## config.mk

```make
export PLATFORM = sky130hd
export DESIGN_NAME = ctrl_unit_flat
export DESIGN_NICKNAME = d
export VERILOG_FILES = /design/src/rtl/ctrl_unit_pkg.sv /design/src/rtl/ctrl_unit_if.sv /design/src/rtl/ctrl_unit_seq_counter.sv /design/src/rtl/ctrl_unit.sv /design/src/flat_wrapper.sv
export SDC_FILE = /design/constraint.sdc
export NUM_CORES = 1
export LEC_CHECK = 0
export ABC_AREA = 1
export CAP_MARGIN = 20
export CORE_MARGIN = 2
export CORE_UTILIZATION = 38
export DETAILED_ROUTE_END_ITERATION = 7
export HOLD_SLACK_MARGIN = 0.03
export PLACE_DENSITY_LB_ADDON = 0.15
export SETUP_SLACK_MARGIN = 0.4
export SYNTH_ARGS = -nofsm -noshare
export SYNTH_HDL_FRONTEND = slang
export SYNTH_SLANG_ARGS = --single-unit
```

## constraint.sdc

```tcl
create_clock -name CLK -period 1.9 [get_ports CLK]
set_input_delay 0.475 -clock CLK [delete_from_list [all_inputs] [get_ports CLK]]
set_output_delay 0.475 -clock CLK [all_outputs]
set_load 0.1 [all_outputs]
```

## src/rtl/ctrl_unit_pkg.sv

```systemverilog
// Shared encodings for the basic-computer control unit: states, bus sources,
// ALU ops, opcodes and register-reference bit positions.
package ctrl_unit_pkg;

  localparam int unsigned SC_W  = 3;
  localparam int unsigned IR_W  = 16;
  localparam int unsigned SEL_W = 3;
  localparam int unsigned ALU_W = 3;
  localparam int unsigned OP_W  = 3;

  localparam int unsigned IR_I_BIT = 15;
  localparam int unsigned IR_OP_HI = 14;
  localparam int unsigned IR_OP_LO = 12;

  typedef enum logic [1:0] {
    ST_IDLE = 2'd0,
    ST_RUN  = 2'd1,
    ST_HALT = 2'd2
  } state_t;

  localparam logic [SEL_W-1:0] BUS_NONE = 3'd0;
  localparam logic [SEL_W-1:0] BUS_AR   = 3'd1;
  localparam logic [SEL_W-1:0] BUS_PC   = 3'd2;
  localparam logic [SEL_W-1:0] BUS_DR   = 3'd3;
  localparam logic [SEL_W-1:0] BUS_AC   = 3'd4;
  localparam logic [SEL_W-1:0] BUS_IR   = 3'd5;
  localparam logic [SEL_W-1:0] BUS_MEM  = 3'd7;

  localparam logic [ALU_W-1:0] ALU_AND     = 3'd0;
  localparam logic [ALU_W-1:0] ALU_ADD     = 3'd1;
  localparam logic [ALU_W-1:0] ALU_PASS_DR = 3'd2;
  localparam logic [ALU_W-1:0] ALU_CMA     = 3'd3;
  localparam logic [ALU_W-1:0] ALU_SHR     = 3'd4;
  localparam logic [ALU_W-1:0] ALU_SHL     = 3'd5;

  localparam logic [OP_W-1:0] OP_AND = 3'd0;
  localparam logic [OP_W-1:0] OP_ADD = 3'd1;
  localparam logic [OP_W-1:0] OP_LDA = 3'd2;
  localparam logic [OP_W-1:0] OP_STA = 3'd3;
  localparam logic [OP_W-1:0] OP_BUN = 3'd4;
  localparam logic [OP_W-1:0] OP_BSA = 3'd5;
  localparam logic [OP_W-1:0] OP_ISZ = 3'd6;
  localparam logic [OP_W-1:0] OP_REG = 3'd7;

  localparam int unsigned RB_CLA = 11;
  localparam int unsigned RB_CLE = 10;
  localparam int unsigned RB_CMA = 9;
  localparam int unsigned RB_CME = 8;
  localparam int unsigned RB_CIR = 7;
  localparam int unsigned RB_CIL = 6;
  localparam int unsigned RB_INC = 5;
  localparam int unsigned RB_SPA = 4;
  localparam int unsigned RB_SNA = 3;
  localparam int unsigned RB_SZA = 2;
  localparam int unsigned RB_SZE = 1;
  localparam int unsigned RB_HLT = 0;

  localparam logic [SC_W-1:0] T0 = 3'd0;
  localparam logic [SC_W-1:0] T1 = 3'd1;
  localparam logic [SC_W-1:0] T2 = 3'd2;
  localparam logic [SC_W-1:0] T3 = 3'd3;
  localparam logic [SC_W-1:0] T4 = 3'd4;
  localparam logic [SC_W-1:0] T5 = 3'd5;
  localparam logic [SC_W-1:0] T6 = 3'd6;

  // AC-modifying register-reference ops share one ALU port: CMA > SHR > SHL
  function automatic logic [ALU_W-1:0] regref_alu(input logic [IR_W-1:0] ir);
    logic [ALU_W-1:0] op;
    op = ALU_AND;
    if (ir[RB_CMA])      op = ALU_CMA;
    else if (ir[RB_CIR]) op = ALU_SHR;
    else if (ir[RB_CIL]) op = ALU_SHL;
    return op;
  endfunction

endpackage

```

## src/rtl/ctrl_unit_if.sv

```systemverilog
// Control-unit bundle: run/IR inputs and all datapath/memory strobes.
interface ctrl_unit_if;
  import ctrl_unit_pkg::*;

  logic             run;
  logic [IR_W-1:0]  IR;
  logic [SC_W-1:0]  sc;
  logic [SEL_W-1:0] bus_sel;
  logic [ALU_W-1:0] alu_op;
  logic ar_ld, ar_inr, pc_ld, pc_inr, pc_clr, dr_ld, dr_inr;
  logic ac_ld, ac_clr, ac_inr, ir_ld, e_clr, e_cmp, mem_rd, mem_wr;
  logic ISZ, SPA, SNA, SZA, SZE;
  logic halted;

  modport master (
    input  run, IR,
    output sc, bus_sel, alu_op,
    output ar_ld, ar_inr, pc_ld, pc_inr, pc_clr, dr_ld, dr_inr,
    output ac_ld, ac_clr, ac_inr, ir_ld, e_clr, e_cmp, mem_rd, mem_wr,
    output ISZ, SPA, SNA, SZA, SZE, halted
  );

  modport slave (
    output run, IR,
    input  sc, bus_sel, alu_op,
    input  ar_ld, ar_inr, pc_ld, pc_inr, pc_clr, dr_ld, dr_inr,
    input  ac_ld, ac_clr, ac_inr, ir_ld, e_clr, e_cmp, mem_rd, mem_wr,
    input  ISZ, SPA, SNA, SZA, SZE, halted
  );
endinterface

```

## src/rtl/ctrl_unit_seq_counter.sv

```systemverilog
// 3-bit timing-step counter; clear wins over increment.
module seq_counter
  import ctrl_unit_pkg::*;
(
  input  logic            CLK,
  input  logic            RSTN,
  input  logic            inr,
  input  logic            clr,
  output logic [SC_W-1:0] cnt
);

  always_ff @(posedge CLK) begin
    if (!RSTN)     cnt <= '0;
    else if (clr)  cnt <= '0;
    else if (inr)  cnt <= cnt + SC_W'(1);
  end

endmodule

```

## src/rtl/ctrl_unit.sv

```systemverilog
// Hardwired control unit: IDLE/RUN/HALT sequencing plus per-step strobe decode
// of the fetch, indirect and execute phases.
module ctrl_unit
  import ctrl_unit_pkg::*;
#(
  parameter bit AUTO_RUN = 1'b0
) (
  input logic         CLK,
  input logic         RSTN,
  ctrl_unit_if.master cu
);

  state_t          state;
  logic            i_bit;
  logic [SC_W-1:0] sc;
  logic [OP_W-1:0] d;
  logic            sc_clr_c;
  logic            halt_c;

  assign d         = cu.IR[IR_OP_HI:IR_OP_LO];
  assign cu.sc     = sc;
  assign cu.pc_clr = ~RSTN;
  assign cu.halted = RSTN && (state == ST_HALT);

  seq_counter u_seq_counter (
    .CLK  (CLK),
    .RSTN (RSTN),
    .inr  (state == ST_RUN),
    .clr  (sc_clr_c),
    .cnt  (sc)
  );

  // State and indirect-bit latch; I is captured while IR is on the bus at T2
  always_ff @(posedge CLK) begin
    if (!RSTN) begin
      state <= ST_IDLE;
      i_bit <= 1'b0;
    end else begin
      unique case (state)
        ST_IDLE: if (cu.run || AUTO_RUN) state <= ST_RUN;
        ST_RUN: begin
          if (sc == T2) i_bit <= cu.IR[IR_I_BIT];
          if (halt_c)   state <= ST_HALT;
        end
        ST_HALT: state <= ST_HALT;
        default: state <= ST_IDLE;
      endcase
    end
  end

  always_comb begin
    cu.bus_sel = BUS_NONE;
    cu.alu_op  = ALU_AND;
    cu.ar_ld   = 1'b0;
    cu.ar_inr  = 1'b0;
    cu.pc_ld   = 1'b0;
    cu.pc_inr  = 1'b0;
    cu.dr_ld   = 1'b0;
    cu.dr_inr  = 1'b0;
    cu.ac_ld   = 1'b0;
    cu.ac_clr  = 1'b0;
    cu.ac_inr  = 1'b0;
    cu.ir_ld   = 1'b0;
    cu.e_clr   = 1'b0;
    cu.e_cmp   = 1'b0;
    cu.mem_rd  = 1'b0;
    cu.mem_wr  = 1'b0;
    cu.ISZ     = 1'b0;
    cu.SPA     = 1'b0;
    cu.SNA     = 1'b0;
    cu.SZA     = 1'b0;
    cu.SZE     = 1'b0;
    sc_clr_c   = 1'b0;
    halt_c     = 1'b0;
    if (RSTN && state == ST_RUN) begin
      unique case (sc)
        T0: begin
          cu.bus_sel = BUS_PC;
          cu.ar_ld   = 1'b1;
        end
        T1: begin
          cu.bus_sel = BUS_MEM;
          cu.mem_rd  = 1'b1;
          cu.ir_ld   = 1'b1;
          cu.pc_inr  = 1'b1;
        end
        T2: begin
          cu.bus_sel = BUS_IR;
          cu.ar_ld   = 1'b1;
        end
        T3: begin
          if (d == OP_REG) begin
            sc_clr_c = 1'b1;
            // I/O instructions (I=1) are recognised but issue nothing
            if (!i_bit) begin
              cu.ac_clr = cu.IR[RB_CLA];
              cu.e_clr  = cu.IR[RB_CLE];
              cu.ac_ld  = cu.IR[RB_CMA] | cu.IR[RB_CIR] | cu.IR[RB_CIL];
              cu.alu_op = regref_alu(cu.IR);
              cu.e_cmp  = cu.IR[RB_CME];
              cu.ac_inr = cu.IR[RB_INC];
              cu.SPA    = cu.IR[RB_SPA];
              cu.SNA    = cu.IR[RB_SNA];
              cu.SZA    = cu.IR[RB_SZA];
              cu.SZE    = cu.IR[RB_SZE];
              halt_c    = cu.IR[RB_HLT];
            end
          end else if (i_bit) begin
            cu.bus_sel = BUS_MEM;
            cu.mem_rd  = 1'b1;
            cu.ar_ld   = 1'b1;
          end
        end
        T4: begin
          unique case (d)
            OP_AND, OP_ADD, OP_LDA, OP_ISZ: begin
              cu.bus_sel = BUS_MEM;
              cu.mem_rd  = 1'b1;
              cu.dr_ld   = 1'b1;
            end
            OP_STA: begin
              cu.bus_sel = BUS_AC;
              cu.mem_wr  = 1'b1;
              sc_clr_c   = 1'b1;
            end
            OP_BUN: begin
              cu.bus_sel = BUS_AR;
              cu.pc_ld   = 1'b1;
              sc_clr_c   = 1'b1;
            end
            OP_BSA: begin
              cu.bus_sel = BUS_PC;
              cu.mem_wr  = 1'b1;
              cu.ar_inr  = 1'b1;
            end
            default: sc_clr_c = 1'b1;
          endcase
        end
        T5: begin
          unique case (d)
            OP_AND, OP_ADD, OP_LDA: begin
              cu.ac_ld  = 1'b1;
              cu.alu_op = (d == OP_AND) ? ALU_AND :
                          (d == OP_ADD) ? ALU_ADD : ALU_PASS_DR;
              sc_clr_c  = 1'b1;
            end
            OP_BSA: begin
              cu.bus_sel = BUS_AR;
              cu.pc_ld   = 1'b1;
              sc_clr_c   = 1'b1;
            end
            OP_ISZ:  cu.dr_inr = 1'b1;
            default: sc_clr_c  = 1'b1;
          endcase
        end
        T6: begin
          if (d == OP_ISZ) begin
            cu.bus_sel = BUS_DR;
            cu.mem_wr  = 1'b1;
            cu.ISZ     = 1'b1;
          end
          sc_clr_c = 1'b1;
        end
        default: sc_clr_c = 1'b1;
      endcase
    end
  end

endmodule

```

## src/flat_wrapper.sv

```systemverilog
// flat-port wrapper written by rule: the top's interface ports become plain ports
module ctrl_unit_flat import ctrl_unit_pkg::*;
#(
  parameter bit AUTO_RUN = 1'b0
)
  (CLK, RSTN, cu_run, cu_IR, cu_sc, cu_bus_sel, cu_alu_op, cu_ar_ld, cu_ar_inr, cu_pc_ld, cu_pc_inr, cu_pc_clr, cu_dr_ld, cu_dr_inr, cu_ac_ld, cu_ac_clr, cu_ac_inr, cu_ir_ld, cu_e_clr, cu_e_cmp, cu_mem_rd, cu_mem_wr, cu_ISZ, cu_SPA, cu_SNA, cu_SZA, cu_SZE, cu_halted);
  ctrl_unit_if cu_i ();
  input logic CLK;
  input logic RSTN;
  input wire logic [$bits(cu_i.run)-1:0] cu_run;
  input wire logic [$bits(cu_i.IR)-1:0] cu_IR;
  output wire logic [$bits(cu_i.sc)-1:0] cu_sc;
  output wire logic [$bits(cu_i.bus_sel)-1:0] cu_bus_sel;
  output wire logic [$bits(cu_i.alu_op)-1:0] cu_alu_op;
  output wire logic [$bits(cu_i.ar_ld)-1:0] cu_ar_ld;
  output wire logic [$bits(cu_i.ar_inr)-1:0] cu_ar_inr;
  output wire logic [$bits(cu_i.pc_ld)-1:0] cu_pc_ld;
  output wire logic [$bits(cu_i.pc_inr)-1:0] cu_pc_inr;
  output wire logic [$bits(cu_i.pc_clr)-1:0] cu_pc_clr;
  output wire logic [$bits(cu_i.dr_ld)-1:0] cu_dr_ld;
  output wire logic [$bits(cu_i.dr_inr)-1:0] cu_dr_inr;
  output wire logic [$bits(cu_i.ac_ld)-1:0] cu_ac_ld;
  output wire logic [$bits(cu_i.ac_clr)-1:0] cu_ac_clr;
  output wire logic [$bits(cu_i.ac_inr)-1:0] cu_ac_inr;
  output wire logic [$bits(cu_i.ir_ld)-1:0] cu_ir_ld;
  output wire logic [$bits(cu_i.e_clr)-1:0] cu_e_clr;
  output wire logic [$bits(cu_i.e_cmp)-1:0] cu_e_cmp;
  output wire logic [$bits(cu_i.mem_rd)-1:0] cu_mem_rd;
  output wire logic [$bits(cu_i.mem_wr)-1:0] cu_mem_wr;
  output wire logic [$bits(cu_i.ISZ)-1:0] cu_ISZ;
  output wire logic [$bits(cu_i.SPA)-1:0] cu_SPA;
  output wire logic [$bits(cu_i.SNA)-1:0] cu_SNA;
  output wire logic [$bits(cu_i.SZA)-1:0] cu_SZA;
  output wire logic [$bits(cu_i.SZE)-1:0] cu_SZE;
  output wire logic [$bits(cu_i.halted)-1:0] cu_halted;
  assign cu_i.run = cu_run;
  assign cu_i.IR = cu_IR;
  assign cu_sc = cu_i.sc;
  assign cu_bus_sel = cu_i.bus_sel;
  assign cu_alu_op = cu_i.alu_op;
  assign cu_ar_ld = cu_i.ar_ld;
  assign cu_ar_inr = cu_i.ar_inr;
  assign cu_pc_ld = cu_i.pc_ld;
  assign cu_pc_inr = cu_i.pc_inr;
  assign cu_pc_clr = cu_i.pc_clr;
  assign cu_dr_ld = cu_i.dr_ld;
  assign cu_dr_inr = cu_i.dr_inr;
  assign cu_ac_ld = cu_i.ac_ld;
  assign cu_ac_clr = cu_i.ac_clr;
  assign cu_ac_inr = cu_i.ac_inr;
  assign cu_ir_ld = cu_i.ir_ld;
  assign cu_e_clr = cu_i.e_clr;
  assign cu_e_cmp = cu_i.e_cmp;
  assign cu_mem_rd = cu_i.mem_rd;
  assign cu_mem_wr = cu_i.mem_wr;
  assign cu_ISZ = cu_i.ISZ;
  assign cu_SPA = cu_i.SPA;
  assign cu_SNA = cu_i.SNA;
  assign cu_SZA = cu_i.SZA;
  assign cu_SZE = cu_i.SZE;
  assign cu_halted = cu_i.halted;
  ctrl_unit #(.AUTO_RUN(AUTO_RUN)) u_core (.CLK(CLK), .RSTN(RSTN), .cu(cu_i));
endmodule
```

==> flow_results.xml, run 1 <==
<?xml version="1.0" encoding="UTF-8"?>
<metrics>
  <group name="status">
    <metric name="outcome" unit="">aborted with a tool error</metric>
    <metric name="stop_stage" unit="">3_5_place_dp</metric>
    <metric name="error_message" unit="">[ERROR DPL-0038] Utilization greater than 100%, impossible to legalize</metric>
  </group>
  <group name="yosys">
    <metric name="post_synth_instance_area" unit="µm²">877</metric>
    <metric name="synthMostInstantiatedCell" unit="">nand2_1</metric>
    <metric name="netlist-cell-type-count" unit="">26</metric>
    <metric name="postSynth.topFlopCell" unit="">dfxtp_1</metric>
    <metric name="synthCells" unit="">148</metric>
    <metric name="synth_seq_area_share" unit="%">13.7</metric>
    <metric name="ys_top_cells_by_area" unit="">dfxtp_1 (14%), nand2_1 (14%), nor2_1 (12%)</metric>
    <metric name="syn_avg_cell_area" unit="µm²">5.93</metric>
    <metric name="syn-num-nets" unit="">175</metric>
    <metric name="synthArstFlopShare" unit="%">0</metric>
    <metric name="netlist.area_leader.share" unit="%">13.7</metric>
    <metric name="synth_enable_flop_cells" unit="">0</metric>
    <metric name="synth_warnings" unit="">0</metric>
    <metric name="yosys_register_bits" unit="">6</metric>
    <metric name="yosys-top-cells-count" unit="">nand2_1 (32), nor2_1 (27), inv_1 (22), nand3_1 (14), a21oi_1 (10)</metric>
    <metric name="netlist.top_cell.by_area" unit="">dfxtp_1</metric>
  </group>
  <group name="floorplan">
    <metric name="design.portCount" unit="">49</metric>
    <metric name="die_h" unit="µm">52.0</metric>
    <metric name="rows" unit="">17</metric>
    <metric name="die-width" unit="µm">52.0</metric>
    <metric name="starting_utilization_of_the_core_area" unit="%">40.0</metric>
  </group>
  <group name="place">
    <metric name="gp_congestion" unit="">0.853</metric>
    <metric name="numPortBuffers" unit="">48</metric>
  </group>
</metrics>
[cell families after synthesis]
kind of cell / Yosys count / share of synthesized area, %
and+or+nand+nor: 83 / 43.5
buffers and inverters: 27 / 13.3
AOI/OAI and AO/OA: 22 / 16.0
adders and majority gates: 8 / 11.4
DFF: 6 / 13.7
xor gates and xnor gates: 1 / 0.999
muxes: 1 / 1.14
[per-stage QoR]
step | TNS (ns) | setup WS [ns] | hold slack, ns
after floorplan | -9.74 | -0.637 | 0.446
after global placement | -11.06 | -0.482 | 0.461
==> inputs of run 2 (changes only) <==
--- a/config.mk
+++ b/config.mk
@@ -7,12 +7,10 @@
 export LEC_CHECK = 0
 export ABC_AREA = 1
 export CAP_MARGIN = 20
-export CORE_MARGIN = 2
-export CORE_UTILIZATION = 38
+export CORE_AREA = 2 2 63 65
 export DETAILED_ROUTE_END_ITERATION = 7
-export HOLD_SLACK_MARGIN = 0.03
+export DIE_AREA = 0 0 65 67
 export PLACE_DENSITY_LB_ADDON = 0.15
-export SETUP_SLACK_MARGIN = 0.4
 export SYNTH_ARGS = -nofsm -noshare
 export SYNTH_HDL_FRONTEND = slang
 export SYNTH_SLANG_ARGS = --single-unit
==> run 2 against run 1 <==
Against the previous run:
- the flow now finishes, with violations (setup timing)
- area after synthesis is the same
- synthesized cell count unchanged
==> flow_results.xml, run 2 <==
<?xml version="1.0" encoding="UTF-8"?>
<metrics>
  <group name="floorplan">
    <metric name="rows" unit="">22</metric>
    <metric name="starting_utilization_of_the_core_area" unit="%">24.3</metric>
    <metric name="design.portCount" unit="">49</metric>
    <metric name="die-width" unit="µm">65</metric>
    <metric name="die_area" unit="µm²">4360</metric>
    <metric name="die_h" unit="µm">67</metric>
    <metric name="area_of_the_placeable_core" unit="µm²">3610</metric>
  </group>
  <group name="place">
    <metric name="place_area" unit="µm²">2300</metric>
    <metric name="hpwlAfterDp" unit="µm">2930</metric>
    <metric name="numPortBuffers" unit="">48</metric>
    <metric name="gp_congestion" unit="">0.872</metric>
    <metric name="post-place-ws" unit="ns">-0.546</metric>
  </group>
  <group name="pwr">
    <metric name="power_density" unit="nW/µm²">729</metric>
    <metric name="total_power" unit="mW">1.84</metric>
    <metric name="ir_worst_vdd" unit="mV">0.719</metric>
    <metric name="leakagePower" unit="nW">0.986</metric>
    <metric name="seqPwrFrac" unit="%">11.9</metric>
    <metric name="power.internal" unit="µW">919</metric>
    <metric name="p_sw" unit="µW">921</metric>
    <metric name="swShare" unit="%">50.1</metric>
    <metric name="comb_power_share" unit="%">77.3</metric>
    <metric name="p_clk_share" unit="%">10.8</metric>
  </group>
  <group name="final_layout">
    <metric name="most_common_library_cell_in_the_layout_ignoring_fill_and_taps" unit="">buf_4</metric>
    <metric name="registers.top_by_ff_count" unit="">u_core.u_seq_counter.cnt</metric>
    <metric name="final_nets" unit="">269</metric>
    <metric name="fillers" unit="">278</metric>
    <metric name="reg_top3" unit="">u_core.u_seq_counter.cnt x3, u_core.state x2, u_core.i_bit x1</metric>
    <metric name="number_of_diodes_added_for_antenna_fixing" unit="">0</metric>
    <metric name="multi_input_area" unit="µm²">1040</metric>
    <metric name="largest_register_ff_count" unit="">3</metric>
    <metric name="final_util" unit="%">70.0</metric>
    <metric name="mostFrequentLayoutCells" unit="">buf_4 (39), buf_12 (32), nand2_1 (28)</metric>
    <metric name="sequential_cell_area" unit="µm²">131</metric>
    <metric name="drive_above_1_share" unit="%">62.2</metric>
    <metric name="final_cell_area" unit="µm²">2520</metric>
    <metric name="areaGrowthSynthToFinish" unit="%">188</metric>
  </group>
  <group name="timing">
    <metric name="final_count_of_hold_timing_violations" unit="">0</metric>
    <metric name="maxSlewViolCount" unit="">0</metric>
    <metric name="setup-tns-final" unit="ns">-3.63</metric>
    <metric name="post-route-period-util" unit="%">113</metric>
    <metric name="max-slew-margin-rel" unit="%">75.6</metric>
    <metric name="final_period_minus_worst_setup_slack" unit="ns">2.14</metric>
    <metric name="worst_slack" unit="ns">-0.238</metric>
    <metric name="setup_viol_count_final" unit="">23</metric>
    <metric name="worst_pin_slew" unit="ns">0.366</metric>
    <metric name="final.setup_skew" unit="ns">0.00230</metric>
    <metric name="max_freq" unit="GHz">0.468</metric>
    <metric name="grt_setup_unrepaired" unit="">true</metric>
  </group>
  <group name="critical_path">
    <metric name="reg2reg_to" unit="">u_core.state[1]</metric>
    <metric name="crit_chain" unit="">clkdlybuf4s50_1 -&gt; inv_2 -&gt; o21ai_2 -&gt; nand3_4 -&gt; a21oi_4 -&gt; buf_12</metric>
    <metric name="critPathRequiredTime" unit="ns">1.42</metric>
    <metric name="worstPathMaxFanout" unit="">2</metric>
    <metric name="worst_r2r_startpoint" unit="">u_core.u_seq_counter.cnt[1]</metric>
    <metric name="critical_path_class" unit="">in2out</metric>
    <metric name="worst_path_max_delay_cell" unit="">clkdlybuf4s50_1</metric>
    <metric name="arr_time_crit_path" unit="ns">1.66</metric>
    <metric name="ff2ff_path_depth" unit="">10</metric>
    <metric name="timing.critical_path.to_type" unit="">primary output</metric>
    <metric name="largest_stage_delay_on_the_critical_path" unit="ns">0.49</metric>
    <metric name="startpoint_type" unit="">primary input</metric>
    <metric name="rrSetupSlack" unit="ns">0.21</metric>
  </group>
  <group name="detailed_routing">
    <metric name="num_vias" unit="">1316</metric>
    <metric name="drc_errors" unit="">0</metric>
    <metric name="drt_wl_total" unit="µm">3650</metric>
    <metric name="detailedRoute.firstPassIterationCount" unit="">4</metric>
    <metric name="avgViaCountPerCell" unit="">4.55</metric>
    <metric name="final_antenna_net_count" unit="">0</metric>
    <metric name="wl_per_cell" unit="µm">12.6</metric>
    <metric name="initialDrtViolationCount" unit="">52</metric>
  </group>
  <group name="job">
    <metric name="maxCapViolCount" unit="">0</metric>
  </group>
  <group name="yosys">
    <metric name="post_synth_instance_area" unit="µm²">877</metric>
    <metric name="synth_seq_area_share" unit="%">13.7</metric>
    <metric name="yosys-top-cells-count" unit="">nand2_1 (32), nor2_1 (27), inv_1 (22), nand3_1 (14), a21oi_1 (10)</metric>
    <metric name="synth_enable_flop_cells" unit="">0</metric>
    <metric name="netlist.top_cell.by_area" unit="">dfxtp_1</metric>
    <metric name="syn_avg_cell_area" unit="µm²">5.93</metric>
    <metric name="netlist.area_leader.share" unit="%">13.7</metric>
    <metric name="yosys_register_bits" unit="">6</metric>
    <metric name="synthArstFlopShare" unit="%">0</metric>
    <metric name="synthCells" unit="">148</metric>
    <metric name="ys_top_cells_by_area" unit="">dfxtp_1 (14%), nand2_1 (14%), nor2_1 (12%)</metric>
    <metric name="synthMostInstantiatedCell" unit="">nand2_1</metric>
    <metric name="postSynth.topFlopCell" unit="">dfxtp_1</metric>
    <metric name="syn-num-nets" unit="">175</metric>
    <metric name="netlist-cell-type-count" unit="">26</metric>
    <metric name="synth_warnings" unit="">0</metric>
  </group>
  <group name="clock_tree">
    <metric name="cts_tree" unit="">done</metric>
    <metric name="tritoncts_buffer_count" unit="">3</metric>
    <metric name="clock-sinks" unit="">6</metric>
    <metric name="hold_buffers" unit="">0</metric>
    <metric name="h-tree-depth" unit="">1</metric>
    <metric name="clk_path_buf_depth" unit="">2</metric>
    <metric name="clkSlewWorstSetupHoldPaths" unit="ns">0.04</metric>
    <metric name="root_buffer" unit="">clkbuf_8</metric>
    <metric name="clkLatencyLatePin" unit="ns">0.22</metric>
  </group>
  <group name="grt">
    <metric name="grt_antenna_before_repair" unit="">0</metric>
    <metric name="grt_use_total" unit="%">18.1</metric>
    <metric name="grt_pass1_vias" unit="">1363</metric>
    <metric name="global_route_wire_length_before_repair" unit="µm">6220</metric>
    <metric name="maximum_number_of_pins_on_one_net_before_global_route_repair" unit="">10</metric>
    <metric name="globalRoute.totalOverflow" unit="">0</metric>
  </group>
  <group name="status">
    <metric name="outcome" unit="">complete, but fails checks</metric>
    <metric name="failing_checks" unit="">setup timing</metric>
  </group>
  <group name="worst_hold_path">
    <metric name="min_to" unit="">u_core.state[1]</metric>
    <metric name="hold_class" unit="">reg2reg</metric>
    <metric name="hold_path_startpoint" unit="">u_core.state[1]</metric>
    <metric name="hold_path_cell_cnt" unit="">3</metric>
  </group>
</metrics>
[run 2: through the flow]
| step | cells | hold WS (ns) |
|---|---|---|
| 3_3_place_gp | 282 | 0.550 |
| 6_report | 289 | 0.645 |
| 2_1_floorplan | 148 | 0.465 |
| 4_1_cts | 288 | 0.624 |
| 5_1_grt | 289 | 0.666 |
| 3_5_place_dp | 282 | 0.607 |
[run 2: routing by layer]
| metal | GRT usage, % | wire (µm) | up-vias |
|---|---|---|---|
| met2 | 38.3 | 2140 | 26 |
| met1 | 19.5 | 1370 | 624 |
| met5 | 0 | 0 | - |
| met4 | 2.39 | 15 | 0 |
| met3 | 1.52 | 120 | 4 |
| li1 | - | - | 662 |
[run 2: repair_timing]
item                       4_1_cts  5_1_grt
gates resized for setup         47       15
buffers inserted                 2        1
setup endpoints to repair       27       25
pin swaps                       11        4
[run 2: how the worst max path moves through the flow]
stage,cells after the start,to,startpoint
finish,6,cu_alu_op[0],cu_IR[6]
global route,8,cu_bus_sel[0],u_core.u_seq_counter.cnt[1]
CTS,8,cu_alu_op[0],u_core.u_seq_counter.cnt[1]
detailed placement,9,cu_bus_sel[0],cu_IR[14]
global placement,9,cu_bus_sel[0],cu_IR[14]
floorplan,7,cu_alu_op[2],u_core.u_seq_counter.cnt[0]
[run 2: cell type report]
| class | count | share of cell area (%) |
|---|---|---|
| Timing Repair Buffer | 93 | 45.4 |
| Multi-Input combinational cell | 115 | 41.4 |
| Sequential cell | 6 | 5.21 |
| Inverter | 23 | 3.82 |
| Tap cell | 48 | 2.38 |
| Clock buffer | 4 | 1.78 |
[run 2: power by group through the flow]
stage                     registers [mW]  logic (mW)  clock network, mW
after global routing               0.223        1.52              0.215
final                              0.218        1.42              0.199
after detailed placement           0.197        1.32                  0
after global placement             0.194        1.29                  0
after CTS                          0.203        1.39              0.205
after floorplan                    0.301       0.717                  0
[run 2: worst max-delay path, delay by kind of cell]
kind	cells	cell delay, ns
AOI/OAI and AO/OA	2	0.36
and+or+nand+nor	1	0.10
buffers and inverters	3	0.73
[run 2: logic make-up after synthesis]
kind of cell,Yosys count,share of synthesized area (%)
compound gates,22,16.0
xor+xnor,1,0.999
fa+ha+maj,8,11.4
buf+inv,27,13.3
flops,6,13.7
mux,1,1.14
simple gates,83,43.5
(Power assumes the default switching activity.)
